==> src/rtl/dmem_arbiter_pkg.sv <==
// dmem_arbiter_pkg
//   Shared definitions for the data-memory port arbiter: ownership-state
//   encoding, response owner tags and the starvation counter width.
package dmem_arbiter_pkg;

  typedef enum logic [1:0] {
    ST_IDLE     = 2'd0,
    ST_DBG_LOCK = 2'd1,
    ST_FORCE    = 2'd2
  } arb_state_e;

  localparam logic OWN_CPU = 1'b0;
  localparam logic OWN_DBG = 1'b1;

  localparam int CNT_W = 4;

endpackage

==> src/rtl/dmem_arbiter_starve_counter.sv <==
// arb_starve_counter
//   Saturating counter of consecutive denied dbg cycles.
//   Ports:
//     clock, resetn   - system clock, asynchronous active-low reset
//     inc             - dbg requested but was not granted this cycle
//     clr             - dbg granted or not requesting; wins over inc
//     at_limit_next   - the value loaded at the next edge has reached LIMIT
module arb_starve_counter
  import dmem_arbiter_pkg::*;
#(
  parameter int LIMIT = 4
) (
  input  logic clock,
  input  logic resetn,
  input  logic inc,
  input  logic clr,
  output logic at_limit_next
);

  localparam logic [CNT_W-1:0] LIM = CNT_W'(LIMIT);

  logic [CNT_W-1:0] count;
  logic [CNT_W-1:0] count_next;

  // The limit flag looks at the upcoming value so the arbiter can switch
  // ownership in the very cycle after the limit is reached.
  always_comb begin
    count_next = count;
    if (clr) begin
      count_next = '0;
    end else if (inc && (count < LIM)) begin
      count_next = count + CNT_W'(1);
    end
  end

  assign at_limit_next = (count_next >= LIM);

  always_ff @(posedge clock or negedge resetn) begin
    if (!resetn) begin
      count <= '0;
    end else begin
      count <= count_next;
    end
  end

endmodule

==> src/rtl/dmem_arbiter.sv <==
// dmem_arbiter
//   Shares the single data-memory/I/O port between the pipeline MEM stage
//   (cpu) and a debug/loader port (dbg). One access per cycle; cpu has
//   priority unless dbg holds a lock or has been starved for STARVE_MAX
//   cycles. Read data comes back one cycle after the grant, tagged to the
//   requester that owned the access.
//   Ports:
//     clock, resetn                          - clock, async active-low reset
//     cpu_req/we/addr/wdata                  - cpu request side
//     cpu_stall                              - cpu requesting but not granted
//     cpu_rvalid/cpu_rdata                   - cpu read response
//     dbg_req/lock/we/addr/wdata             - dbg request side
//     dbg_gnt                                - dbg access performed this cycle
//     dbg_rvalid/dbg_rdata                   - dbg read response
//     mem_addr/mem_wdata/mem_we/mem_rdata    - memory/I/O wrapper interface
module dmem_arbiter
  import dmem_arbiter_pkg::*;
#(
  parameter int AW         = 32,
  parameter int DW         = 32,
  parameter int STARVE_MAX = 4
) (
  input  logic          clock,
  input  logic          resetn,
  input  logic          cpu_req,
  input  logic          cpu_we,
  input  logic [AW-1:0] cpu_addr,
  input  logic [DW-1:0] cpu_wdata,
  output logic          cpu_stall,
  output logic          cpu_rvalid,
  output logic [DW-1:0] cpu_rdata,
  input  logic          dbg_req,
  input  logic          dbg_lock,
  input  logic          dbg_we,
  input  logic [AW-1:0] dbg_addr,
  input  logic [DW-1:0] dbg_wdata,
  output logic          dbg_gnt,
  output logic          dbg_rvalid,
  output logic [DW-1:0] dbg_rdata,
  output logic [AW-1:0] mem_addr,
  output logic [DW-1:0] mem_wdata,
  output logic          mem_we,
  input  logic [DW-1:0] mem_rdata
);

  arb_state_e state;
  arb_state_e state_next;
  logic       cpu_gnt;
  logic       dbg_first;
  logic       starve_hit;
  logic       rsp_valid;
  logic       rsp_owner;

  arb_starve_counter #(
    .LIMIT(STARVE_MAX)
  ) u_starve (
    .clock        (clock),
    .resetn       (resetn),
    .inc          (dbg_req & ~dbg_gnt),
    .clr          (dbg_gnt | ~dbg_req),
    .at_limit_next(starve_hit)
  );

  always_ff @(posedge clock or negedge resetn) begin
    if (!resetn) begin
      state <= ST_IDLE;
    end else begin
      state <= state_next;
    end
  end

  // Grant decision. A held lock or a forced turn only gives dbg priority
  // while it is actually requesting; otherwise plain cpu-first rules apply.
  // Grants are suppressed while reset is held so nothing reaches memory.
  always_comb begin
    cpu_gnt   = 1'b0;
    dbg_gnt   = 1'b0;
    dbg_first = 1'b0;
    case (state)
      ST_DBG_LOCK, ST_FORCE: dbg_first = 1'b1;
      default:               dbg_first = 1'b0;
    endcase
    if (resetn) begin
      if (dbg_req && (dbg_first || !cpu_req)) begin
        dbg_gnt = 1'b1;
      end else if (cpu_req) begin
        cpu_gnt = 1'b1;
      end
    end
  end

  // Next owner: a locked dbg grant keeps ownership, otherwise a starved
  // dbg gets the following cycle.
  always_comb begin
    state_next = ST_IDLE;
    if (dbg_gnt && dbg_lock) begin
      state_next = ST_DBG_LOCK;
    end else if (starve_hit) begin
      state_next = ST_FORCE;
    end
  end

  assign cpu_stall = cpu_req & ~cpu_gnt & resetn;

  // Memory drive: idle cycles present all-zero so the wrapper never sees
  // a stray write strobe or address.
  always_comb begin
    mem_we    = 1'b0;
    mem_addr  = '0;
    mem_wdata = '0;
    if (dbg_gnt) begin
      mem_we    = dbg_we;
      mem_addr  = dbg_addr;
      mem_wdata = dbg_wdata;
    end else if (cpu_gnt) begin
      mem_we    = cpu_we;
      mem_addr  = cpu_addr;
      mem_wdata = cpu_wdata;
    end
  end

  // Response tag: remembers who issued a read so the data returned by the
  // wrapper next cycle is steered to the right requester.
  always_ff @(posedge clock or negedge resetn) begin
    if (!resetn) begin
      rsp_valid <= 1'b0;
      rsp_owner <= OWN_CPU;
    end else begin
      rsp_valid <= (cpu_gnt & ~cpu_we) | (dbg_gnt & ~dbg_we);
      rsp_owner <= dbg_gnt ? OWN_DBG : OWN_CPU;
    end
  end

  assign cpu_rvalid = rsp_valid & (rsp_owner == OWN_CPU);
  assign dbg_rvalid = rsp_valid & (rsp_owner == OWN_DBG);
  assign cpu_rdata  = cpu_rvalid ? mem_rdata : '0;
  assign dbg_rdata  = dbg_rvalid ? mem_rdata : '0;

endmodule

==> config.mk <==
export PLATFORM = sky130hd
export DESIGN_NAME = dmem_arbiter
export DESIGN_NICKNAME = d
export VERILOG_FILES = /design/src/rtl/dmem_arbiter_pkg.sv /design/src/rtl/dmem_arbiter_starve_counter.sv /design/src/rtl/dmem_arbiter.sv
export SDC_FILE = /design/constraint.sdc
export NUM_CORES = 1
export LEC_CHECK = 0
export ABC_AREA = 0
export CORE_AREA = 4 4 116 118
export CTS_CLUSTER_DIAMETER = 30
export DETAILED_ROUTE_END_ITERATION = 10
export DIE_AREA = 0 0 120 122
export PLACE_DENSITY = 0.58
export REMOVE_ABC_BUFFERS = 1
export SETUP_SLACK_MARGIN = 0.05
export SYNTH_ARGS = -nofsm -noshare
export SYNTH_HDL_FRONTEND = slang
export SYNTH_HIERARCHICAL = 1
export SYNTH_SLANG_ARGS = --single-unit
export TNS_END_PERCENT = 20
==> constraint.sdc <==
create_clock -name clock -period 2.3 [get_ports clock]
set_clock_uncertainty 0.2 [all_clocks]
set_input_delay 0.23 -clock clock [delete_from_list [all_inputs] [get_ports clock]]
set_output_delay 0.23 -clock clock [all_outputs]
set_load 0.02 [all_outputs]
---- Word level (Yosys, flattened, before mapping) ----
Index checks and enable logic that the tools add are counted.
word-level totals
  register bits after elaboration ......... 8
  bits of input ports ..................... 167
  output and inout bits ................... 133
  word-level logic and storage cells ...... 49
cells by class
  bitwise gates (word level) .............. 15
  muxes and demuxes ....................... 19
  order comparisons ....................... 2
  $add $sub $neg .......................... 1
  equal/unequal tests ..................... 2
  reductions and logical operators ........ 6
operators by type and width
  kind                 count
  $mux 32              6
  $mux 1               9
  $mux 4               2
  $and 1x1->1          7
  $not 1->1            6
  $add 4x1->4 const B  1
  $ge 4x3->1 const B   1
  $lt 4x3->1 const B   1
  $mux 2               2
  $logic_and 1x1->1    3
  $eq 2x1->1 const B   1
  $eq 2x2->1 const B   1
  $or 1x1->1           2
  $reduce_or 2->1      1
  $logic_not 1->1      1
  $logic_or 1x1->1     1

---- Depth between registers and ports, before layout ----
Gate-level depths: netlist of the first run.
  depth in word-level cells ............... 15
  gate-level depth with buffers ........... 7
  gate-level depth less buffers ........... 6

---- Modules after synthesis ----
Netlist of the first run, hierarchy kept.
modules (own cells, without submodules)
  module              cells an instance  instances  area each (µm²)  sequential area each (µm²)
  dmem_arbiter        171                1          1305.0           100.1
  arb_starve_counter  18                 1          209.0            100.1

---- Worst setup path before layout of the first run ----
No wires, ideal clock.
  path kind ............................... flip-flop to flip-flop
  from .................................... reg state[1]
  to ...................................... reg u_starve.count[0]
  library setup time ...................... 0.128 ns
  setup slack ............................. 0.368 ns
  required time ........................... 1.972 ns
  buffers on the path ..................... 1
  stages on the path, launching flop included .. 7
  arrival ................................. 1.605 ns
  cell sequence ........................... dfrtp_1 > xnor2_2 > a21oi_2 > buf_2 > nor2_1 > nor3b_4 > mux2_1
on the way
  word-level cells in the longest chain between the ends .. 12
  elaborated cells on any way between the ends .. 14
  those cells by class .................... eq/ne: 2; mux: 5; bitwise: 3; reduce/logical: 4
ends and longest elaborated chain
  element                                   RTL line                           text
  from (decl)                               dmem_arbiter.sv:46                 arb_state_e state;
  from (signal assigned)                    dmem_arbiter.sv:68                 state <= state_next;
  $eq 2x1->1 or $eq 2x2->1 (tied branches)  dmem_arbiter.sv:79                 case (state)
  $reduce_or 2->1 (*)                       dmem_arbiter.sv:79
  $mux 1 (*)                                dmem_arbiter.sv:79
  $logic_or 1x1->1 (*)                      dmem_arbiter.sv:84                 if (dbg_req && (dbg_first || !cpu_req)) begin
  $logic_and 1x1->1 (*)                     dmem_arbiter.sv:84
  $mux 1 (*)                                dmem_arbiter.sv:84
  $mux 1 (*)                                dmem_arbiter.sv:83                 if (resetn) begin
  net dbg_gnt                               dmem_arbiter.sv:37                 output logic dbg_gnt,
  $not 1->1                                 dmem_arbiter.sv:59                 .inc (dbg_req & ~dbg_gnt),
  $and 1x1->1                               dmem_arbiter.sv:59
  $logic_and 1x1->1                         dmem_arbiter_starve_counter.sv:31  end else if (inc && (count < LIM)) begin
  $mux 4                                    dmem_arbiter_starve_counter.sv:31
  $mux 4 (*)                                dmem_arbiter_starve_counter.sv:29  if (clr) begin
  net u_starve.count_next[0]                dmem_arbiter_starve_counter.sv:23  logic [CNT_W-1:0] count_next;
  to (signal assigned)                      dmem_arbiter_starve_counter.sv:42  count <= count_next;
  to (decl)                                 dmem_arbiter_starve_counter.sv:22  logic [CNT_W-1:0] count;
The timed path passes the listed nets; every way through them passes the cells marked *.

---- Worst setup path in the final report of the first run ----
  from .................................... reg state[1]
  to ...................................... out mem_addr[7]
on the way
  word-level cells in the longest chain between the ends .. 9
  elaborated cells on any way between the ends .. 12
  those cells by class .................... eq/ne: 2; mux: 7; reduce/logical: 3
ends and longest elaborated chain
  element                                   RTL line             text
  $eq 2x1->1 or $eq 2x2->1 (tied branches)  dmem_arbiter.sv:79
  $reduce_or 2->1 (*)                       dmem_arbiter.sv:79
  $mux 1 (*)                                dmem_arbiter.sv:79
  $logic_or 1x1->1 (*)                      dmem_arbiter.sv:84
  $logic_and 1x1->1 (*)                     dmem_arbiter.sv:84
  $mux 1                                    dmem_arbiter.sv:84
  $mux 1                                    dmem_arbiter.sv:83
  $mux 32                                   dmem_arbiter.sv:115  end else if (cpu_gnt) begin
  $mux 32 (*)                               dmem_arbiter.sv:111  if (dbg_gnt) begin
  to (decl)                                 dmem_arbiter.sv:40   output logic [AW-1:0] mem_addr,
Every way passes the cells marked *; elsewhere a longest branch is shown, timed or not.

==> results by group, run 1 <==
Clocking
  – Clk pin slew, worst setup/hold paths: about 40 ps
  – Number of buffers added to fix hold violations after cts: 0
  – Number of H-tree branching levels: 1
  – CTS tree: yes
  – Root buffer cell: sky130_fd_sc_hd__clkbuf_16
  – Number of buffers inserted during clock tree synthesis: 3
  – Num Clock Sinks: 8
  – Clock latency of the later-clocked register in the worst-skew pair: about 230 ps
  – Clock tree buffer depth: 2

Timing
  – Post-route worst setup slack: ~62 ps
  – Count of final max-slew check failures: 0
  – Final number of hold-violating endpoints: 0
  – Setup repair after global routing missed its margin: yes
  – Slew of the pin with the lowest slew margin: around 270 ps
  – Rel. slew slack: 81.7%
  – Maximum clock rate: 447 MHz
  – Number of setup violations in the final report: 0
  – Time the final worst path needs with I/O delays and setup: roughly 2200 ps
  – Final worst-path cycle share: 97.3%

Placed design
  – Number of port buffers: around 300
  – Post-place setup slack: -298 ps
  – Final estimated routing congestion in global placement: 0.890
  – Final HPWL DP: roughly 10000 µm

Setup path
  – Category of the worst setup path capture point: primary output
  – Count of buffer and inverter cells on the critical path: 3
  – Startpoint class of the critical path: flop
  – Delay of the slowest cell on the worst path: ~390 ps
  – Kind of cell with the highest combined delay on the critical path: buffers and inverters
  – Cells along the critical path: xnor2_2 -> buf_4 -> a21oi_4 -> buf_12 -> a22o_1 -> clkdlybuf4s15_2
  – Req. time, crit path: ~1900 ps
  – Cell with the largest stage delay on the worst path: sky130_fd_sc_hd__dfrtp_1
  – Crit path max fanout: 31
  – Startpoint of the worst-slack reg-to-reg timing path: state[1]
  – Data arrival time of the worst path: 1810 ps
  – Type of the worst setup path: flop to primary output
  – Crit path from: state[1]

Cells and area
  – Syn-to-layout area delta: 221%
  – Proportion of layout cells with a drive suffix above 1: 18.9%
  – Layout filler cell count: about 1.3k
  – Final net count: about 660
  – Antenna cell count: 0
  – Final standard cell utilization of the core: between 30% and 40%

Power
  – Relative contribution of the clock network to total power: between 20% and 30%
  – Switching share of power: about a third
  – Static leakage: ~0.0023 µW
  – Net switching power: between 400 and 500 µW
  – Worst IR Drop VDD: approximately 0.00016 V
  – Power per cell area: 269 mW/mm²
  – Part of the total power dissipated in combinational logic: roughly two thirds
  – Internal power: 882 µW
  – Part of the power in registers: a little under an eighth

Yosys
  – Largest family of logic cells by synthesized area: compound AO/OA/AOI/OAI gates
  – Ys flop type: sky130_fd_sc_hd__dfrtp_1
  – Adder-cell share of the synthesized area: less than 1%
  – Post-synth EDFFs: 0
  – Post-Synth Simple-Gate Area: between 30% and 40%
  – Yosys synthesis warning count: 6
  – Async SR Flop Fraction: 100%
  – Portion of netlist area occupied by mux cells: between 1 and 1.5%
  – Average instance area after synthesis: 8.01 µm²
  – Synthesized instance count: between 150 and 200
  – Sequential-to-total area share from yosys stat: 13.2%
  – XOR/XNOR share of the synthesized area: ~1.1%
  – Netlist Area Pre-Place: approximately 0.0015 mm²
  – Flops & latches, synth: 8
  – Number of distinct standard cells referenced by the synthesized netlist: 24
  – Share of the synthesized area in compound gates (AO/OA/AOI/OAI): about two fifths

Detailed routing
  – Post-detailed-route DRC marker count: 0
  – DR WL/cell: 17.7 µm
  – Final wirelength: roughly 12000 µm
  – Number of detailed-routing iterations run before antenna repair: 4
  – Via count: 2744
  – Post-route ant nets: 0
  – Routed via count divided by cell count: approximately 4.2
  – Number of DRC violations after detailed-routing iteration 0: between 40 and 50

Floorplan
  – Vertical die dimension: ~120 µm
  – Total I/O pin count: 300
  – Core ar.: 0.0125 mm²
  – Initial cell density of the core: 12.1%
  – Num rows: 41
  – Die footprint: 0.0146 mm²
  – Die width: ~120 µm

GRT
  – Global-route total usage across every layer: between 10% and 20%
  – Wire length of the first global-routing pass: ~17000 µm
  – Vias in the first global route: just under 3k
  – Largest net degree at the start of global routing: 34
  – Total global routing overflow: 0
  – Number of antenna violations at the first check in global routing: 1

Hold path
  – Worst hold path class: primary input to asynchronous set/reset pin

Job
  – Max-cap violation count: 0

Outcome
  – Run status: completed
-- per-stage QoR --
stage / power, µW / cells / cell area (µm²) / hold WS [ps] / setup TNS [ps]
6_report: 1310 / 659 / 4860 / 190 / 0
2_1_floorplan: 437 / 166 / 1380 / -266 / -56870
4_1_cts: 1290 / 659 / 4750 / 189 / -88.8
3_3_place_gp: 1020 / 655 / 4790 / 332 / -13060
3_5_place_dp: 1030 / 655 / 4790 / 365 / -15110
5_1_grt: 1370 / 659 / 4860 / 212 / -9.51
-- area by class of cell --
| class | count | area [µm²] | area share (%) |
|---|---|---|---|
| flip-flops and latches | 8 | 200 | 4.12 |
| inverters | 4 | 15.0 | 0.309 |
| multi-input cells | 154 | 1180 | 24.4 |
| repair buffers | 318 | 3170 | 65.2 |
| well taps | 172 | 215 | 4.43 |
| clock buffers | 3 | 75.1 | 1.55 |
-- worst register-to-register path, stage by stage (launching register included) --
cell and delay, ps:
sky130_fd_sc_hd__dfrtp_1 390, sky130_fd_sc_hd__xnor2_2 210, sky130_fd_sc_hd__buf_4 160, sky130_fd_sc_hd__a21oi_4 60
sky130_fd_sc_hd__buf_12 170, sky130_fd_sc_hd__buf_4 170, sky130_fd_sc_hd__nor2_2 120, sky130_fd_sc_hd__nor3b_4 240
sky130_fd_sc_hd__mux2_1 350
-- state kept, by name, indices dropped and copies added, names as in the netlist --
signal,cells
u_starve/count,4
state,2
rsp_owner,1
rsp_valid,1
-- cell usage after synthesis, types with 3 or more instances --
cell,number,area [µm²]
sky130_fd_sc_hd__a22o_1,66,578
sky130_fd_sc_hd__and2_1,34,213
sky130_fd_sc_hd__and3_1,32,200
sky130_fd_sc_hd__buf_2,7,35.0
sky130_fd_sc_hd__buf_6,5,56.3
sky130_fd_sc_hd__clkbuf_1,11,41.3
sky130_fd_sc_hd__dfrtp_1,8,200
sky130_fd_sc_hd__inv_1,4,15.0
sky130_fd_sc_hd__nand2b_1,3,18.8
sky130_fd_sc_hd__nor2_1,3,11.3
sky130_fd_sc_hd__nor2b_1,3,18.8
-- power by group through the flow --
stage | logic, µW | clock network (µW) | registers [µW]
2_1_floorplan | 279 | 0 | 159
3_3_place_gp | 872 | 0 | 152
3_5_place_dp | 880 | 0 | 153
4_1_cts | 846 | 292 | 152
5_1_grt | 918 | 302 | 152
6_report | 871 | 284 | 151
-- cells in the final DEF (no fill, tap or decap), drive strengths merged --
master / instances
o211a: 1
xnor2: 1
nor2: 3
mux2: 1
inv: 4
a21oi: 2
buf: 82
mux2i: 1
clkdlybuf4s50: 224
ha: 1
clkbuf: 4
a211oi: 1
nor3b: 2
nor2b: 3
clkdlybuf4s15: 1
nand2: 1
dlygate4sd2: 2
dfrtp: 8
and2: 34
nand2b: 3
a22o: 66
a21boi: 1
and3: 32
dlymetal6s2s: 8
nand3b: 1
-- repair_timing --
| action | CTS | global route |
|---|---|---|
| gates cloned | 1 | 0 |
| setup endpoints to repair | 63 | 74 |
| buffers inserted | 0 | 0 |
| pin swaps | 1 | 19 |
| resized for setup | 216 | 99 |
-- worst paths after layout --
check	end	slack, ps	cells past startpoint
worst max-delay path	mem_addr[7]	60	6
worst min-delay path	u_starve/count[0]	190	2
worst max register to register	u_starve/count[0]	80	8
worst min register to register	u_starve/count[1]	390	2
max in group asynchronous	u_starve/count[3]	1580	2
min in group clock	u_starve/count[1]	390	2
-- routing by layer --
metal  vias to the layer above  routed length, µm  track usage [%]  share of wire (%)
li1                       1321                  -                -                  -
met1                      1221               4200             15.3                 36
met2                       190               6040             28.0                 52
met3                        10               1320             5.48                 11
met4                         2                110             2.29               0.94
met5                         -                 20                0               0.17
-- kinds of logic after synthesis --
| logic type | after synthesis |
|---|---|
| muxes | 2 |
| adders and majority gates | 1 |
| AOI/OAI and AO/OA | 71 |
| xor gates and xnor gates | 1 |
| DFF | 8 |
| buffers and inverters | 27 |
| and+or+nand+nor | 79 |
No activity file was read; power rests on OpenSTA's default activity.
==> run 2, diff against run 1 <==
--- a/config.mk
+++ b/config.mk
@@ -12,7 +12,6 @@
 export DIE_AREA = 0 0 120 122
 export PLACE_DENSITY = 0.58
 export REMOVE_ABC_BUFFERS = 1
-export SETUP_SLACK_MARGIN = 0.05
 export SYNTH_ARGS = -nofsm -noshare
 export SYNTH_HDL_FRONTEND = slang
 export SYNTH_HIERARCHICAL = 1
==> run 2 against run 1 <==
Effect of this change: clock-buffer cell count stayed put; clock power hardly changed; routed wire length grew 2.2%; fmax is 2.8% lower; power grew 0.69%; the flow now finishes with violations (negative setup slack); sequential power about the same; global-route usage rose by 0.058 points; register-to-register slack better by 20 ps.
==> results by group, run 2 (same netlist as run 1, synthesis figures left out) <==
Power
  – Internal power: 885 µW (+0.37%)
  – Static leakage: 0.00218 µW (-4.6%)
  – Relative contribution of the clock network to total power: 21.8% (about the same)
  – Power per cell area: 270 mW/mm² (+0.33%)
  – Net switching power: 430 µW (+1.4%)
  – Worst IR Drop VDD: 0.000171 V (+4.1%)
  – Part of the total power dissipated in combinational logic: 66.7% (about the same)
  – Switching share of power: 32.7% (+0.22 points)
  – Part of the power in registers: 11.5% (about the same)

Detailed routing
  – Final wirelength: 12000 µm (+2.2%)
  – Number of DRC violations after detailed-routing iteration 0: 75 (+70%)
  – Via count: 2797 (+1.9%)
  – Post-detailed-route DRC marker count: 0 (unchanged)
  – DR WL/cell: 18.0 µm (+1.6%)
  – Post-route ant nets: 0 (unchanged)
  – Number of detailed-routing iterations run before antenna repair: 5 (+1)
  – Routed via count divided by cell count: 4.22 (+1.3%)

Floorplan
  – Die width: 120 µm (unchanged)
  – Core ar.: 0.0125 mm² (unchanged)
  – Num rows: 41 (unchanged)
  – Die footprint: 0.0146 mm² (unchanged)
  – Total I/O pin count: 300 (unchanged)
  – Vertical die dimension: 122 µm (unchanged)
  – Initial cell density of the core: 12.1% (unchanged)

Setup path
  – Cells along the critical path: clkdlybuf4s50_1 -> inv_1 -> o211a_2 -> buf_12 -> a22o_1 -> dlygate4sd2_1
  – Data arrival time of the worst path: 1870 ps (+60 ps)
  – Critical path destination: mem_addr[0]
  – Cell with the largest stage delay on the worst path: sky130_fd_sc_hd__clkdlybuf4s50_1
  – Req. time, crit path: 1870 ps (about the same)
  – Category of the worst setup path capture point: primary output
  – Crit path max fanout: 31 (unchanged)
  – Type of the worst setup path: primary input to primary output
  – Delay of the slowest cell on the worst path: 520 ps (+130 ps)
  – Startpoint of the worst-slack reg-to-reg timing path: state[1]
  – Number of cell instances on the worst register-to-register path: 9 (+1)
  – Worst-case register-to-register setup slack: 100 ps (+20 ps)
  – Startpoint class of the critical path: primary input
  – Endpoint of the most critical register-to-register path: u_starve/count[0]
  – Crit path from: dbg_req

Timing
  – Fin Setup TNS: -2.48 ps (-2.48 ps)
  – Final worst-path cycle share: 100% (+2.8 points)
  – Maximum clock rate: 434 MHz (-2.8%)
  – Number of setup violations in the final report: 1 (+1)
  – Slew of the pin with the lowest slew margin: 262 ps (-12.4 ps)
  – Worst hold margin: 172 ps (-17.7 ps)
  – Post-route worst setup slack: -2.48 ps (-64.1 ps)
  – Setup repair after global routing missed its margin: yes
  – Final number of hold-violating endpoints: 0 (unchanged)
  – Time the final worst path needs with I/O delays and setup: 2300 ps (+64.1 ps)
  – Rel. slew slack: 82.5% (+0.80 points)
  – Count of final max-slew check failures: 0 (unchanged)

Cells and area
  – Proportion of layout cells with a drive suffix above 1: 18.7% (-0.15 points)
  – Register with the most flip-flops: u_starve/count
  – Most common cell after layout, fill and taps aside: sky130_fd_sc_hd__clkdlybuf4s50_1
  – Syn-to-layout area delta: 222%
  – Post-route standard cell area excluding fillers: 0.00487 mm² (+0.36%)
  – Antenna cell count: 0 (unchanged)
  – Number of cells in the finished layout apart from fillers: 663 (+0.61%)
  – Final net count: 661 (+0.61%)
  – Largest register FFs: 4 (unchanged)
  – Registers with the most flip-flops: u_starve/count: 4 flops, state: 2 flops
  – Commonest non-fill, non-tap cells in the layout: sky130_fd_sc_hd__clkdlybuf4s50_1 (233), sky130_fd_sc_hd__a22o_1 (66), sky130_fd_sc_hd__and2_1 (34), sky130_fd_sc_hd__and3_1 (32), sky130_fd_sc_hd__buf_6 (31)

Placed design
  – Final estimated routing congestion in global placement: 0.890 (unchanged)
  – Cell total after placement: 655 (unchanged)
  – Instance area after placement: 0.00479 mm² (unchanged)
  – Final HPWL DP: 10100 µm (unchanged)
  – Number of port buffers: 299 (unchanged)

Clocking
  – CTS tree: yes
  – Number of buffers added to fix hold violations after cts: 0 (unchanged)
  – Root buffer cell: sky130_fd_sc_hd__clkbuf_16
  – Number of buffers inserted during clock tree synthesis: 3 (unchanged)
  – Number of H-tree branching levels: 1 (unchanged)
  – Clock latency of the later-clocked register in the worst-skew pair: 230 ps (about the same)
  – Num Clock Sinks: 8 (unchanged)
  – Clk pin slew, worst setup/hold paths: 40 ps (about the same)
  – Clock tree buffer depth: 2 (unchanged)

GRT
  – Number of antenna violations at the first check in global routing: 1 (unchanged)
  – Vias in the first global route: 2948 (+1.4%)
  – Wire length of the first global-routing pass: 16900 µm (+0.74%)
  – Largest net degree at the start of global routing: 62 (+82%)
  – Global-route total usage across every layer: 14.6% (+0.058 points)
  – Total global routing overflow: 0 (unchanged)

Outcome
  – Violated checks: negative setup slack
  – Run status: finished, violations left

Hold path
  – Worst hold path class: primary input to asynchronous set/reset pin

Job
  – Max-cap violation count: 0 (unchanged)
-- run 2: cell count changes in the layout (fill, tap and decap cells not counted), moves of 3 or more --
cell,previous run,this run
sky130_fd_sc_hd__clkdlybuf4s50_1,224,233
sky130_fd_sc_hd__dlymetal6s2s_1,8,0
sky130_fd_sc_hd__buf_6,35,31
sky130_fd_sc_hd__clkbuf_2,1,5
sky130_fd_sc_hd__dlygate4sd2_1,2,6
sky130_fd_sc_hd__buf_4,20,17
-- run 2: final cells by class --
type                            instances  area [µm²]
Fill cell                            1287        7590
Timing Repair Buffer                  322        3180
Multi-Input combinational cell        154        1180
Tap cell                              172         215
Sequential cell                         8         200
Clock buffer                            3        75.1
Inverter                                4        15.0
-- run 2: worst min-delay path by stage --
stage                     cells past startpoint                 to  slack, ps
after floorplan                               0          rsp_owner       -270
after global placement                        2  u_starve/count[1]        330
after detailed placement                      2  u_starve/count[1]        360
after CTS                                     2  u_starve/count[3]        160
after global routing                          2  u_starve/count[3]        170
final                                         2           state[0]        170
-- run 2: power by group through the flow --
stage	registers [µW]	logic, µW	clock network [µW]
final	151	877	287
after global routing	152	924	304
after CTS	152	857	292
after detailed placement	153	880	0
after global placement	152	872	0
after floorplan	159	279	0
-- run 2: routing by layer --
layer,GRT usage (%),part of all wire [%],vias up
li1,-,-,1331
met1,15.4,36,1255
met2,27.7,51,197
met3,5.52,11,12
met4,2.86,1.4,2
met5,0,0.17,-
-- run 2: what timing repair did --
item	4_1_cts	5_1_grt
resized for setup	222	54
gates cloned	1	1
buffers inserted	3	0
pin swaps	6	13
endpoints found under the setup margin	59	56
-- run 2: through the flow --
step	utilization, %	power, µW	setup WS [ps]
2_1_floorplan	-	437	-905
3_3_place_gp	38.4	1020	-260
3_5_place_dp	38.4	1030	-298
4_1_cts	38.5	1300	-0.0322
5_1_grt	39.1	1380	-50.7
6_report	39.1	1320	-2.48
-- run 2: worst max-delay path: cells and delay by family --
kind,cells,cell delay [ps]
buffers and inverters,4,1100
AO/OA/AOI/OAI,2,530
==> run 3, diff against run 2 <==
--- a/config.mk
+++ b/config.mk
@@ -12,6 +12,7 @@
 export DIE_AREA = 0 0 120 122
 export PLACE_DENSITY = 0.58
 export REMOVE_ABC_BUFFERS = 1
+export SETUP_SLACK_MARGIN = 0.3
 export SYNTH_ARGS = -nofsm -noshare
 export SYNTH_HDL_FRONTEND = slang
 export SYNTH_HIERARCHICAL = 1
==> run 3 against run 2 <==
Effect of this change: the flow still finishes with violations (negative setup slack); worst setup slack worse by 25 ps; largest power group unchanged; power is 7.2% higher; critical path type is now flop to primary output; clock power hardly changed; sequential power about the same; via count increased by 3.1%; final cell count up 2.0%; flip-flop and latch count unchanged.
==> results by group, run 3 (same netlist as run 1, synthesis figures left out) <==
Outcome
  – Run status: finished, violations left
  – Violated checks: negative setup slack

Cells and area
  – Most common cell after layout, fill and taps aside: sky130_fd_sc_hd__clkdlybuf4s50_1
  – Antenna cell count: 0 (unchanged)
  – Area of the multi-input gates: 0.00126 mm² (+6.5%)
  – Register with the most flip-flops: u_starve/count
  – Syn-to-layout area delta: 248%
  – Commonest non-fill, non-tap cells in the layout: sky130_fd_sc_hd__clkdlybuf4s50_1 (165), sky130_fd_sc_hd__buf_6 (70), sky130_fd_sc_hd__a22o_1 (61), sky130_fd_sc_hd__dlygate4sd2_1 (61), sky130_fd_sc_hd__and2_1 (34)
  – Sequential cell area in the final layout: 200 µm² (unchanged)
  – Proportion of layout cells with a drive suffix above 1: 24.2% (+5.5 points)
  – Final net count: 674 (+2.0%)
  – Largest register FFs: 4 (unchanged)
  – Post-route standard cell area excluding fillers: 0.00527 mm² (+8.0%)
  – Registers with the most flip-flops: u_starve/count: 4 flops, state: 2 flops
  – Layout filler cell count: 1242 (-3.5%)

Placed design
  – Instance area after placement: 0.00479 mm² (unchanged)
  – Post-place setup slack: -298 ps (unchanged)
  – Final estimated routing congestion in global placement: 0.890 (unchanged)
  – Number of port buffers: 299 (unchanged)
  – Final HPWL DP: 10100 µm (unchanged)

Detailed routing
  – Final wirelength: 12900 µm (+8.0%)
  – Routed via count divided by cell count: 4.27 (+1.2%)
  – Post-detailed-route DRC marker count: 0 (unchanged)
  – Post-route ant nets: 0 (unchanged)
  – DR WL/cell: 19.1 µm (+6.0%)
  – Number of detailed-routing iterations run before antenna repair: 4 (-1)
  – Via count: 2885 (+3.1%)
  – Number of DRC violations after detailed-routing iteration 0: 78 (+4.0%)

Timing
  – Setup repair after global routing missed its margin: yes
  – Final number of hold-violating endpoints: 0 (unchanged)
  – Number of setup violations in the final report: 18 (+17)
  – Count of final max-slew check failures: 0 (unchanged)
  – Time the final worst path needs with I/O delays and setup: 2330 ps (+24.7 ps)
  – Final worst-path cycle share: 101% (+1.1 points)
  – Maximum clock rate: 430 MHz (-1.1%)
  – Slew of the pin with the lowest slew margin: 257 ps (-5.55 ps)
  – Rel. slew slack: 83.0% (+0.49 points)
  – Post-route worst setup slack: -27.2 ps (-24.7 ps)

Clocking
  – Clock latency of the later-clocked register in the worst-skew pair: 230 ps (about the same)
  – CTS tree: yes
  – Number of buffers inserted during clock tree synthesis: 3 (unchanged)
  – Num Clock Sinks: 8 (unchanged)
  – Number of H-tree branching levels: 1 (unchanged)
  – Root buffer cell: sky130_fd_sc_hd__clkbuf_16
  – Clk pin slew, worst setup/hold paths: 40 ps (about the same)
  – Number of buffers added to fix hold violations after cts: 0 (unchanged)
  – Clock tree buffer depth: 2 (unchanged)

Floorplan
  – Initial cell density of the core: 12.1% (unchanged)
  – Die footprint: 0.0146 mm² (unchanged)
  – Core ar.: 0.0125 mm² (unchanged)
  – Num rows: 41 (unchanged)
  – Die width: 120 µm (unchanged)
  – Total I/O pin count: 300 (unchanged)
  – Vertical die dimension: 122 µm (unchanged)

Setup path
  – Type of the worst setup path: flop to primary output
  – Startpoint class of the critical path: flop
  – Data arrival time of the worst path: 1900 ps (+30 ps)
  – Category of the worst setup path capture point: primary output
  – Req. time, crit path: 1870 ps (about the same)
  – Crit path max fanout: 8 (-74%)

GRT
  – Number of antenna violations at the first check in global routing: 1 (unchanged)
  – Vias in the first global route: 3006 (+2.0%)
  – Largest net degree at the start of global routing: 34 (-45%)
  – Global-route total usage across every layer: 15.2% (+0.58 points)
  – Total global routing overflow: 0 (unchanged)
  – Wire length of the first global-routing pass: 17400 µm (+2.8%)

Hold path
  – Worst hold path class: primary input to asynchronous set/reset pin

Job
  – Max-cap violation count: 0 (unchanged)

Power
  – Static leakage: 0.00265 µW (+22%)
  – Worst IR Drop VDD: 0.000175 V (+2.2%)
  – Total Power Consumption: 1410 µW (+7.2%)
  – Power per cell area: 268 mW/mm² (-0.70%)
-- run 3: cell count changes in the layout (fill, tap and decap cells not counted), moves of 2 or more --
cell and delta:
sky130_fd_sc_hd__buf_16 +2, sky130_fd_sc_hd__clkbuf_16 +2, sky130_fd_sc_hd__buf_4 -5, sky130_fd_sc_hd__buf_2 -17, sky130_fd_sc_hd__clkbuf_2 -4, sky130_fd_sc_hd__clkdlybuf4s50_1 -68, sky130_fd_sc_hd__dlymetal6s2s_1 +2, sky130_fd_sc_hd__buf_6 +39
sky130_fd_sc_hd__clkdlybuf4s15_1 +4, sky130_fd_sc_hd__dlygate4sd2_1 +55, sky130_fd_sc_hd__a22o_1 -5, sky130_fd_sc_hd__buf_8 +3, sky130_fd_sc_hd__a22o_4 +5
-- run 3: through the flow --
stage	instances	util (%)	hold WS (ps)	TNS (ps)
6_report	676	42.2	196	-254
5_1_grt	676	42.2	198	-1660
4_1_cts	668	40.5	189	-28.8
3_5_place_dp	655	38.4	365	-15110
3_3_place_gp	655	38.4	332	-13060
2_1_floorplan	166	-	-266	-56870
-- run 3: repair_timing --
item | 4_1_cts | 5_1_grt
gates resized for setup | 436 | 26
gates cloned | 3 | 4
setup endpoints to repair | 136 | 85
setup buffers | 7 | 4
pin swaps | 36 | 32
-- run 3: layout make-up --
| cell class | count | area share, % |
|---|---|---|
| multi-input cells | 154 | 24.0 |
| flip-flops and latches | 8 | 3.80 |
| well taps | 172 | 4.09 |
| repair buffers | 335 | 66.4 |
| inverters | 4 | 0.285 |
| clock buffers | 3 | 1.43 |
-- run 3: per-layer routing --
metal	vias up	part of all wire [%]	routed length (µm)	GRT usage, %
met5	-	0.15	20	0
met4	2	1.2	155	3.58
met3	10	11	1370	5.34
met2	201	52	6740	29.1
met1	1314	36	4630	15.8
li1	1358	-	-	-
-- run 3: path summary, 6_finish.rpt --
kind / to / slack (ps) / startpoint / depth (start not counted)
worst max-delay path: mem_addr[28] / -30 / state[0] / 7
worst min-delay path: state[0] / 200 / resetn / 2
worst max register to register: u_starve/count[0] / 40 / state[1] / 9
worst min register to register: u_starve/count[1] / 390 / u_starve/count[1] / 2
max in group asynchronous: rsp_owner / 1570 / resetn / 2
min in group clock: u_starve/count[2] / 290 / dbg_req / 4
-- run 3: report_power, final --
| group | switching (µW) | internal (µW) | total [µW] |
|---|---|---|---|
| clock | 63.6 | 224 | 287 |
| sequential | 4.94 | 147 | 152 |
| combinational | 394 | 577 | 971 |
-- run 3: critical path: stages (launching register included) --
cell,delay (ps)
sky130_fd_sc_hd__dfrtp_1,410
sky130_fd_sc_hd__xnor2_2,170
sky130_fd_sc_hd__buf_4,150
sky130_fd_sc_hd__o211a_4,280
sky130_fd_sc_hd__buf_6,140
sky130_fd_sc_hd__buf_16,140
sky130_fd_sc_hd__a22o_4,240
sky130_fd_sc_hd__buf_12,140
